===== config.mk =====
export PLATFORM = sky130hd
export DESIGN_NAME = nms_hls_deadlock_report_unit_flat
export DESIGN_NICKNAME = d
export VERILOG_FILES = /design/src/rtl/nms_hls_deadlock_report_unit_if.sv /design/src/rtl/nms_hls_deadlock_report_unit.sv /design/src/flat_wrapper.sv
export SDC_FILE = /design/constraint.sdc
export NUM_CORES = 1
export LEC_CHECK = 0
export CORE_ASPECT_RATIO = 0.9
export CORE_MARGIN = 3
export CORE_UTILIZATION = 44
export DETAILED_ROUTE_END_ITERATION = 6
export GPL_ROUTABILITY_DRIVEN = 1
export PLACE_DENSITY = 0.71
export SLEW_MARGIN = 0
export SYNTH_ARGS = -nofsm -noshare
export SYNTH_HDL_FRONTEND = slang
export SYNTH_SLANG_ARGS = --single-unit
export TNS_END_PERCENT = 1

===== constraint.sdc =====
create_clock -name clock -period 2.7 [get_ports clock]
set_clock_uncertainty 0.1 [all_clocks]
set_input_delay 0.81 -clock clock [delete_from_list [all_inputs] [get_ports clock]]
set_output_delay 0.81 -clock clock [all_outputs]
set_load 0.05 [all_outputs]

===== src/rtl/nms_hls_deadlock_report_unit_if.sv =====
// Signal bundle between the deadlock-report unit and its driver/reader.
// The unit is the slave; the side that drives the monitor inputs is the master.
interface nms_hls_deadlock_report_unit_if #(
    parameter int THRESHOLD = 1024,
    parameter int CNT_W     = 32,
    parameter int EP_W      = 8
);
    localparam int RUN_W = $clog2(THRESHOLD + 1);

    logic             monitor_en;
    logic             block_in;
    logic             clear;
    logic             deadlock;
    logic             in_wait;
    logic [RUN_W-1:0] run_cnt;
    logic [EP_W-1:0]  episode_cnt;
    logic [CNT_W-1:0] deadlock_cycle;
    logic [CNT_W-1:0] cycle_cnt;

    modport master (
        output monitor_en, block_in, clear,
        input  deadlock, in_wait, run_cnt, episode_cnt, deadlock_cycle, cycle_cnt
    );

    modport slave (
        input  monitor_en, block_in, clear,
        output deadlock, in_wait, run_cnt, episode_cnt, deadlock_cycle, cycle_cnt
    );
endinterface


===== src/rtl/nms_hls_deadlock_report_unit.sv =====
// Filters the deadlock monitor's block signal into a sticky, timestamped deadlock report
// and counts sub-threshold block episodes for PS-side debug readout.
module nms_hls_deadlock_report_unit #(
    parameter int THRESHOLD = 1024,
    parameter int CNT_W     = 32,
    parameter int EP_W      = 8
) (
    input  logic                           clock,
    input  logic                           reset,
    nms_hls_deadlock_report_unit_if.slave  rpt
);
    localparam int RUN_W = $clog2(THRESHOLD + 1);
    localparam logic [RUN_W-1:0] THR_R = RUN_W'(THRESHOLD);

    typedef enum logic [1:0] {
        ST_IDLE     = 2'd0,
        ST_WAIT     = 2'd1,
        ST_DEADLOCK = 2'd2
    } state_t;

    state_t           state_q, state_d;
    logic [RUN_W-1:0] run_q, run_d;
    logic [EP_W-1:0]  ep_q, ep_d;
    logic [CNT_W-1:0] dc_q, dc_d;
    logic [CNT_W-1:0] cycle_q;
    logic [RUN_W-1:0] run_inc;
    logic             hit;

    function automatic logic [EP_W-1:0] sat_inc_ep(input logic [EP_W-1:0] v);
        return (&v) ? v : v + EP_W'(1);
    endfunction

    assign hit     = rpt.monitor_en & rpt.block_in;
    assign run_inc = run_q + RUN_W'(1);

    always_comb begin
        state_d = state_q;
        run_d   = run_q;
        ep_d    = ep_q;
        dc_d    = dc_q;
        // clear wins over any hit sampled on the same edge
        if (rpt.clear) begin
            state_d = ST_IDLE;
            run_d   = '0;
            ep_d    = '0;
            dc_d    = '0;
        end else begin
            case (state_q)
                ST_IDLE: begin
                    if (hit) begin
                        run_d = RUN_W'(1);
                        if (THRESHOLD == 1) begin
                            state_d = ST_DEADLOCK;
                            dc_d    = cycle_q;
                        end else begin
                            state_d = ST_WAIT;
                        end
                    end
                end
                ST_WAIT: begin
                    if (hit) begin
                        run_d = run_inc;
                        if (run_inc == THR_R) begin
                            state_d = ST_DEADLOCK;
                            dc_d    = cycle_q;
                        end
                    end else begin
                        state_d = ST_IDLE;
                        run_d   = '0;
                        ep_d    = sat_inc_ep(ep_q);
                    end
                end
                ST_DEADLOCK: begin
                    run_d = THR_R;
                end
                default: begin
                    state_d = ST_IDLE;
                    run_d   = '0;
                end
            endcase
        end
    end

    always_ff @(posedge clock) begin
        if (reset) begin
            state_q <= ST_IDLE;
            run_q   <= '0;
            ep_q    <= '0;
            dc_q    <= '0;
            cycle_q <= '0;
        end else begin
            state_q <= state_d;
            run_q   <= run_d;
            ep_q    <= ep_d;
            dc_q    <= dc_d;
            cycle_q <= cycle_q + CNT_W'(1);
        end
    end

    assign rpt.deadlock       = (state_q == ST_DEADLOCK);
    assign rpt.in_wait        = (state_q == ST_WAIT);
    assign rpt.run_cnt        = run_q;
    assign rpt.episode_cnt    = ep_q;
    assign rpt.deadlock_cycle = dc_q;
    assign rpt.cycle_cnt      = cycle_q;
endmodule


===== src/flat_wrapper.sv =====
// flat-port wrapper written by rule: the top's interface ports become plain ports
module nms_hls_deadlock_report_unit_flat 
#(
    parameter int THRESHOLD = 1024,
    parameter int CNT_W     = 32,
    parameter int EP_W      = 8
)
  (clock, reset, rpt_monitor_en, rpt_block_in, rpt_clear, rpt_deadlock, rpt_in_wait, rpt_run_cnt, rpt_episode_cnt, rpt_deadlock_cycle, rpt_cycle_cnt);
  nms_hls_deadlock_report_unit_if #(.THRESHOLD(THRESHOLD), .CNT_W(CNT_W), .EP_W(EP_W)) rpt_i ();
  input  logic clock;
  input  logic reset;
  input wire logic [$bits(rpt_i.monitor_en)-1:0] rpt_monitor_en;
  input wire logic [$bits(rpt_i.block_in)-1:0] rpt_block_in;
  input wire logic [$bits(rpt_i.clear)-1:0] rpt_clear;
  output wire logic [$bits(rpt_i.deadlock)-1:0] rpt_deadlock;
  output wire logic [$bits(rpt_i.in_wait)-1:0] rpt_in_wait;
  output wire logic [$bits(rpt_i.run_cnt)-1:0] rpt_run_cnt;
  output wire logic [$bits(rpt_i.episode_cnt)-1:0] rpt_episode_cnt;
  output wire logic [$bits(rpt_i.deadlock_cycle)-1:0] rpt_deadlock_cycle;
  output wire logic [$bits(rpt_i.cycle_cnt)-1:0] rpt_cycle_cnt;
  assign rpt_i.monitor_en = rpt_monitor_en;
  assign rpt_i.block_in = rpt_block_in;
  assign rpt_i.clear = rpt_clear;
  assign rpt_deadlock = rpt_i.deadlock;
  assign rpt_in_wait = rpt_i.in_wait;
  assign rpt_run_cnt = rpt_i.run_cnt;
  assign rpt_episode_cnt = rpt_i.episode_cnt;
  assign rpt_deadlock_cycle = rpt_i.deadlock_cycle;
  assign rpt_cycle_cnt = rpt_i.cycle_cnt;
  nms_hls_deadlock_report_unit #(.THRESHOLD(THRESHOLD), .CNT_W(CNT_W), .EP_W(EP_W)) u_core (.clock(clock), .reset(reset), .rpt(rpt_i));
endmodule

== Yosys cells after proc, flatten, opt, wreduce, memory -nomap -nowiden ==
Index checks and enable logic that the tools add are counted.

* Multiplexer cells: 7
* $add $sub $neg: 3
* Bitwise operators: 4
* Eq/ne operators: 5
* Reductions and logical operators: 6

{| class="wikitable"
|+ Operator list
! kind !! count
|-
| $pmux W11 S3 || 1
|-
| $add A32 B1 Y32 const B || 1
|-
| $mux W11 || 2
|-
| $add A11 B1 Y11 const B || 1
|-
| $eq A11 B11 Y1 const B || 1
|-
| $reduce_and A3 Y1 || 3
|-
| $add A8 B1 Y8 const B || 1
|-
| $reduce_and A8 Y1 || 1
|-
| $mux W2 || 3
|-
| $pmux W2 S3 || 1
|-
| $ne A3 B3 Y1 const B || 1
|-
| $not A1 Y1 || 3
|-
| $eq A2 B1 Y1 const B || 1
|-
| $eq A2 B2 Y1 const B || 1
|-
| $logic_not A2 Y1 || 1
|-
| $ne A2 B1 Y1 const B || 1
|-
| $reduce_or A2 Y1 || 1
|-
| $and A1 B1 Y1 || 1
|}

* Bits in registers: 85
* Word-level logic and storage cells: 30
* Input port bits: 5
* Output and inout port bits: 85

== Longest topological paths before layout ==
* Depth in word-level cells: 5
* Depth in mapped cells: 8
* Depth with buffers taken out: 6

== Least setup slack after synthesis ==
OpenSTA, ideal clock, no wires.

* Path type: reg-to-reg
* Start: register u_core.run_q[1], in the netlist u_core.rpt.run_cnt[1]
* End: register u_core.dc_q[16], in the netlist u_core.rpt.deadlock_cycle[16]
* Clock period less this slack: 2.726 ns
* Cell stages (with the launch flop): 9
* Buffers on the path: 2
* Required time: 2.468 ns
* Arrival: 2.494 ns
* Library setup time: 0.132 ns
* Setup slack: -0.026 ns
* Cell sequence: dfxtp_1 ha_1 nand3_1 or4_1 and3_1 buf_6 buf_6 o31ai_2 a21oi_1

* Cells in the longest elaborated chain, start to end: 3

{| class="wikitable"
|+ RTL lines
! element !! RTL line !! RTL
|-
| start, declared || nms_hls_deadlock_report_unit.sv:22 || <nowiki>logic [RUN_W-1:0] run_q, run_d;</nowiki>
|-
| start signal, assigned || nms_hls_deadlock_report_unit.sv:93 || <nowiki>run_q <= run_d;</nowiki>
|-
| $add A11 B1 Y11 || nms_hls_deadlock_report_unit.sv:34 || <nowiki>assign run_inc = run_q + RUN_W'(1);</nowiki>
|-
| $eq A11 B11 Y1 || nms_hls_deadlock_report_unit.sv:63 || <nowiki>if (run_inc == THR_R) begin</nowiki>
|-
| $reduce_and A3 Y1 (no line) || n/a ||
|-
| end signal, assigned || nms_hls_deadlock_report_unit.sv:89 || <nowiki>dc_q <= '0;</nowiki>
|-
| end signal, assigned || nms_hls_deadlock_report_unit.sv:95 || <nowiki>dc_q <= dc_d;</nowiki>
|-
| end, declared || nms_hls_deadlock_report_unit.sv:24 || <nowiki>logic [CNT_W-1:0] dc_q, dc_d;</nowiki>
|}

Every way passes these cells.
A chain may end at the register's enable or synchronous reset.

== Worst setup path after layout ==
* Start: register u_core.run_q[5], in the netlist u_core.rpt.run_cnt[5]
* End: output rpt_run_cnt[5]

{| class="wikitable"
|+ RTL lines
! element !! RTL line !! RTL
|-
| end, declared || flat_wrapper.sv:17 || <nowiki>output wire logic [$bits(rpt_i.run_cnt)-1:0] rpt_run_cnt;</nowiki>
|}

No word-level cell between the ends.

==> qor.yml <==
global_route:
  grt_pass1_wl_mm: 17.9
  antenna_found_initial: 0
  grt_max_degree: 37
  gr-total-overflow: 0
  track_usage_pct: 20.6
  first_global_vias: 3537
timing:
  tightest_slew_ns: 0.547
  setup_tns_ns: 0
  setup_viol: 0
  fmax_mhz: 377
  min_period_ns: 2.65
  holdWs_ns: 0.374
  grt_setup_unrepaired: "false"
  max_slew_margin_pct: 63.3
  finalHoldViolCount: 0
  period_share_pct: 98.1
  slew_viol_final: 0
power:
  pwr-share-comb_pct: 3.9
  power_density_nw_per_um2: 424
  pwr-share-seq_pct: 56.3
  p_total_uw: 2240
  power.internal_uw: 1720
  peakVddDrop_v: 0.000276
  switchingPower_uw: 526
  swShare_pct: 23.4
  power_frac_clock_pct: 39.8
  p_leak_uw: 0.00169
place:
  gp_congestion: 0.847
  post_dp_cell_area_sq_um: 5100
  numPortBuffers: 89
  dp_hpwl_mm: 7.36
synthesis:
  syn_avg_cell_area_sq_um: 9.00
  ys_warn_count: 0
  synth-seq-area-share_pct: 41.9
  ys_seq_elements: 85
  synthCells: 451
  synth.area.top_cells: "dfxtp_1 42%, o31ai_2 9.2%, nand4_1 7.4%"
  mappedNetlistArea_sq_um: 4060
  synth_top_area_share_pct: 41.9
  synth_largest_area_cell: "dfxtp_1"
  syn_nets: 459
  ys_types: 44
cells_and_area:
  final_cell_mix: "86 x clkdlybuf4s50_1, 83 x dfxtp_1, 48 x nand4_1, 48 x a21oi_1, 45 x nor2_1"
  regArea_sq_um: 1700
  final_cell_area_sq_um: 5290
  drive_above_1_share_pct: 14.9
  nNetsFinal: 541
  final_common_cell: "clkdlybuf4s50_1"
  area_growth_syn_to_layout_pct: 30.4
  multiInputGateArea_sq_um: 2160
  antennaDiodeCount: 0
  fill_cells: 783
die:
  io_pins: 90
  fp.dieW_microns: 107
  die_area_sq_um: 10400
  rows: 32
  die_y_microns: 97.1
  start_util_pct: 46.3
  coreArea_sq_um: 8770
drt:
  firstDrtPassIters: 4
  ant_nets: 0
  drtIter0Drc: 204
  vias: 3852
  vias_per_cell: 5.86
  drc: 0
  avgRoutedWirePerCell_microns: 16.5
  wl_mm: 10.8
clock_network:
  clk_path_buf_depth: 2
  clkSinkCount: 85
  clk_latency_ns: 0.35
  tritoncts: "yes"
  cts_hold_buffers: 0
  cts_resized: 1
  clk_pin_slew_ns: 0.08
  postCtsSetupRepairBufs: 0
  numCtsBuffers: 9
  htree_levels: 3
  root_buffer: "clkbuf_8"
worst_setup_path:
  slowest_delay_ns: 0.87
  slowest_stage: "clkdlybuf4s50_1"
  start_kind: "flip-flop"
  worst-path-buf-inv: 1
  worstPathMaxFanout: 10
  cp_data_arrival_time_ns: 1.74
  end_kind: "output pin"
  worstPathRequired_ns: 1.79
  crit_type: "reg -> out"
  path_cells: "clkdlybuf4s50_1"
  cp_top_family: "buffers and inverters"
flow_run:
  cap_violations: 0
min_path:
  hp-class: "reg -> reg"
outcome:
  outcome: "finished, final reports clean"
## cell type report
class,count,area share (%)
clock inverters,5,1.13
repair buffers,108,20.3
inverters,4,0.284
well taps,119,2.81
multi-input cells,325,40.7
clock buffers,11,2.48
flip-flops and latches,85,32.2
## synth_stat cells (all sizes together)
library cell	n
nor4	1
nand2	20
nand2b	1
xnor2	8
inv	4
clkbuf	22
or4	5
and2	3
buf	15
mux2i	1
a311oi	1
nand4	48
o21ai	13
nand3b	2
and4	6
a221o	1
ha	3
o211ai	1
dfxtp	85
nand3	20
or2	1
nor2b	7
nor2	46
a211oi	3
mux2	2
a22oi	1
a221oi	1
xor2	23
a31oi	2
or3	5
and3	8
o22ai	1
o31ai	32
o21ba	1
a21oi	48
a211o	3
nor3	6
a2111oi	1
## sequential cells by signal, summed over array words and instances (netlist names)
register / count
u_core.rpt.cycle_cnt: 32
u_core.rpt.deadlock_cycle: 32
u_core.rpt.run_cnt: 11
u_core.rpt.episode_cnt: 8
u_core.state_q: 2
## routing by layer
layer	part of all wire, %	global-route usage, %	up-vias
li1	-	-	1822
met1	48	30.7	1877
met2	45	30.1	136
met3	5.6	3.72	17
met4	1.5	6.49	0
met5	0	0	-
## power by group through the flow
stage          Combinational, uW  Clock, uW  Sequential, uW
2_1_floorplan               38.7          0            1310
3_3_place_gp                86.2          0            1290
3_5_place_dp                87.3          0            1290
4_1_cts                     87.6        911            1260
5_1_grt                     93.0        975            1270
6_report                    87.4        892            1260
## worst paths after layout
kind,from,end,slack [ns],cells past startpoint
min reg2reg,u_core.rpt.deadlock_cycle[29]$_SDFFE_PP0P_,u_core.rpt.deadlock_cycle[29]$_SDFFE_PP0P_,0.37,2
max,u_core.rpt.run_cnt[5]$_SDFFE_PP0P_,rpt_run_cnt[5],0.05,1
max reg2reg,u_core.rpt.run_cnt[4]$_SDFFE_PP0P_,u_core.rpt.deadlock_cycle[8]$_SDFFE_PP0P_,0.32,6
min,u_core.rpt.deadlock_cycle[29]$_SDFFE_PP0P_,u_core.rpt.deadlock_cycle[29]$_SDFFE_PP0P_,0.37,2
## cells by family after synthesis
logic type	Yosys count	share of synthesized area, %
xor+xnor	31	6.69
buf+inv	41	5.42
fa+ha+maj	3	0.925
simple gates	179	23.6
compound gates	109	20.6
flops	85	41.9
mux	3	0.801
## metrics by stage
stage	utilization, %	setup WS (ns)	cells
after detailed placement	58.2	0.155	641
after CTS	60.4	0.0560	657
after floorplan	-	0.197	451
after global placement	58.2	0.210	641
final	60.4	0.0509	657
after global routing	60.4	0.00800	657
Power figures use the tool's default switching activity.
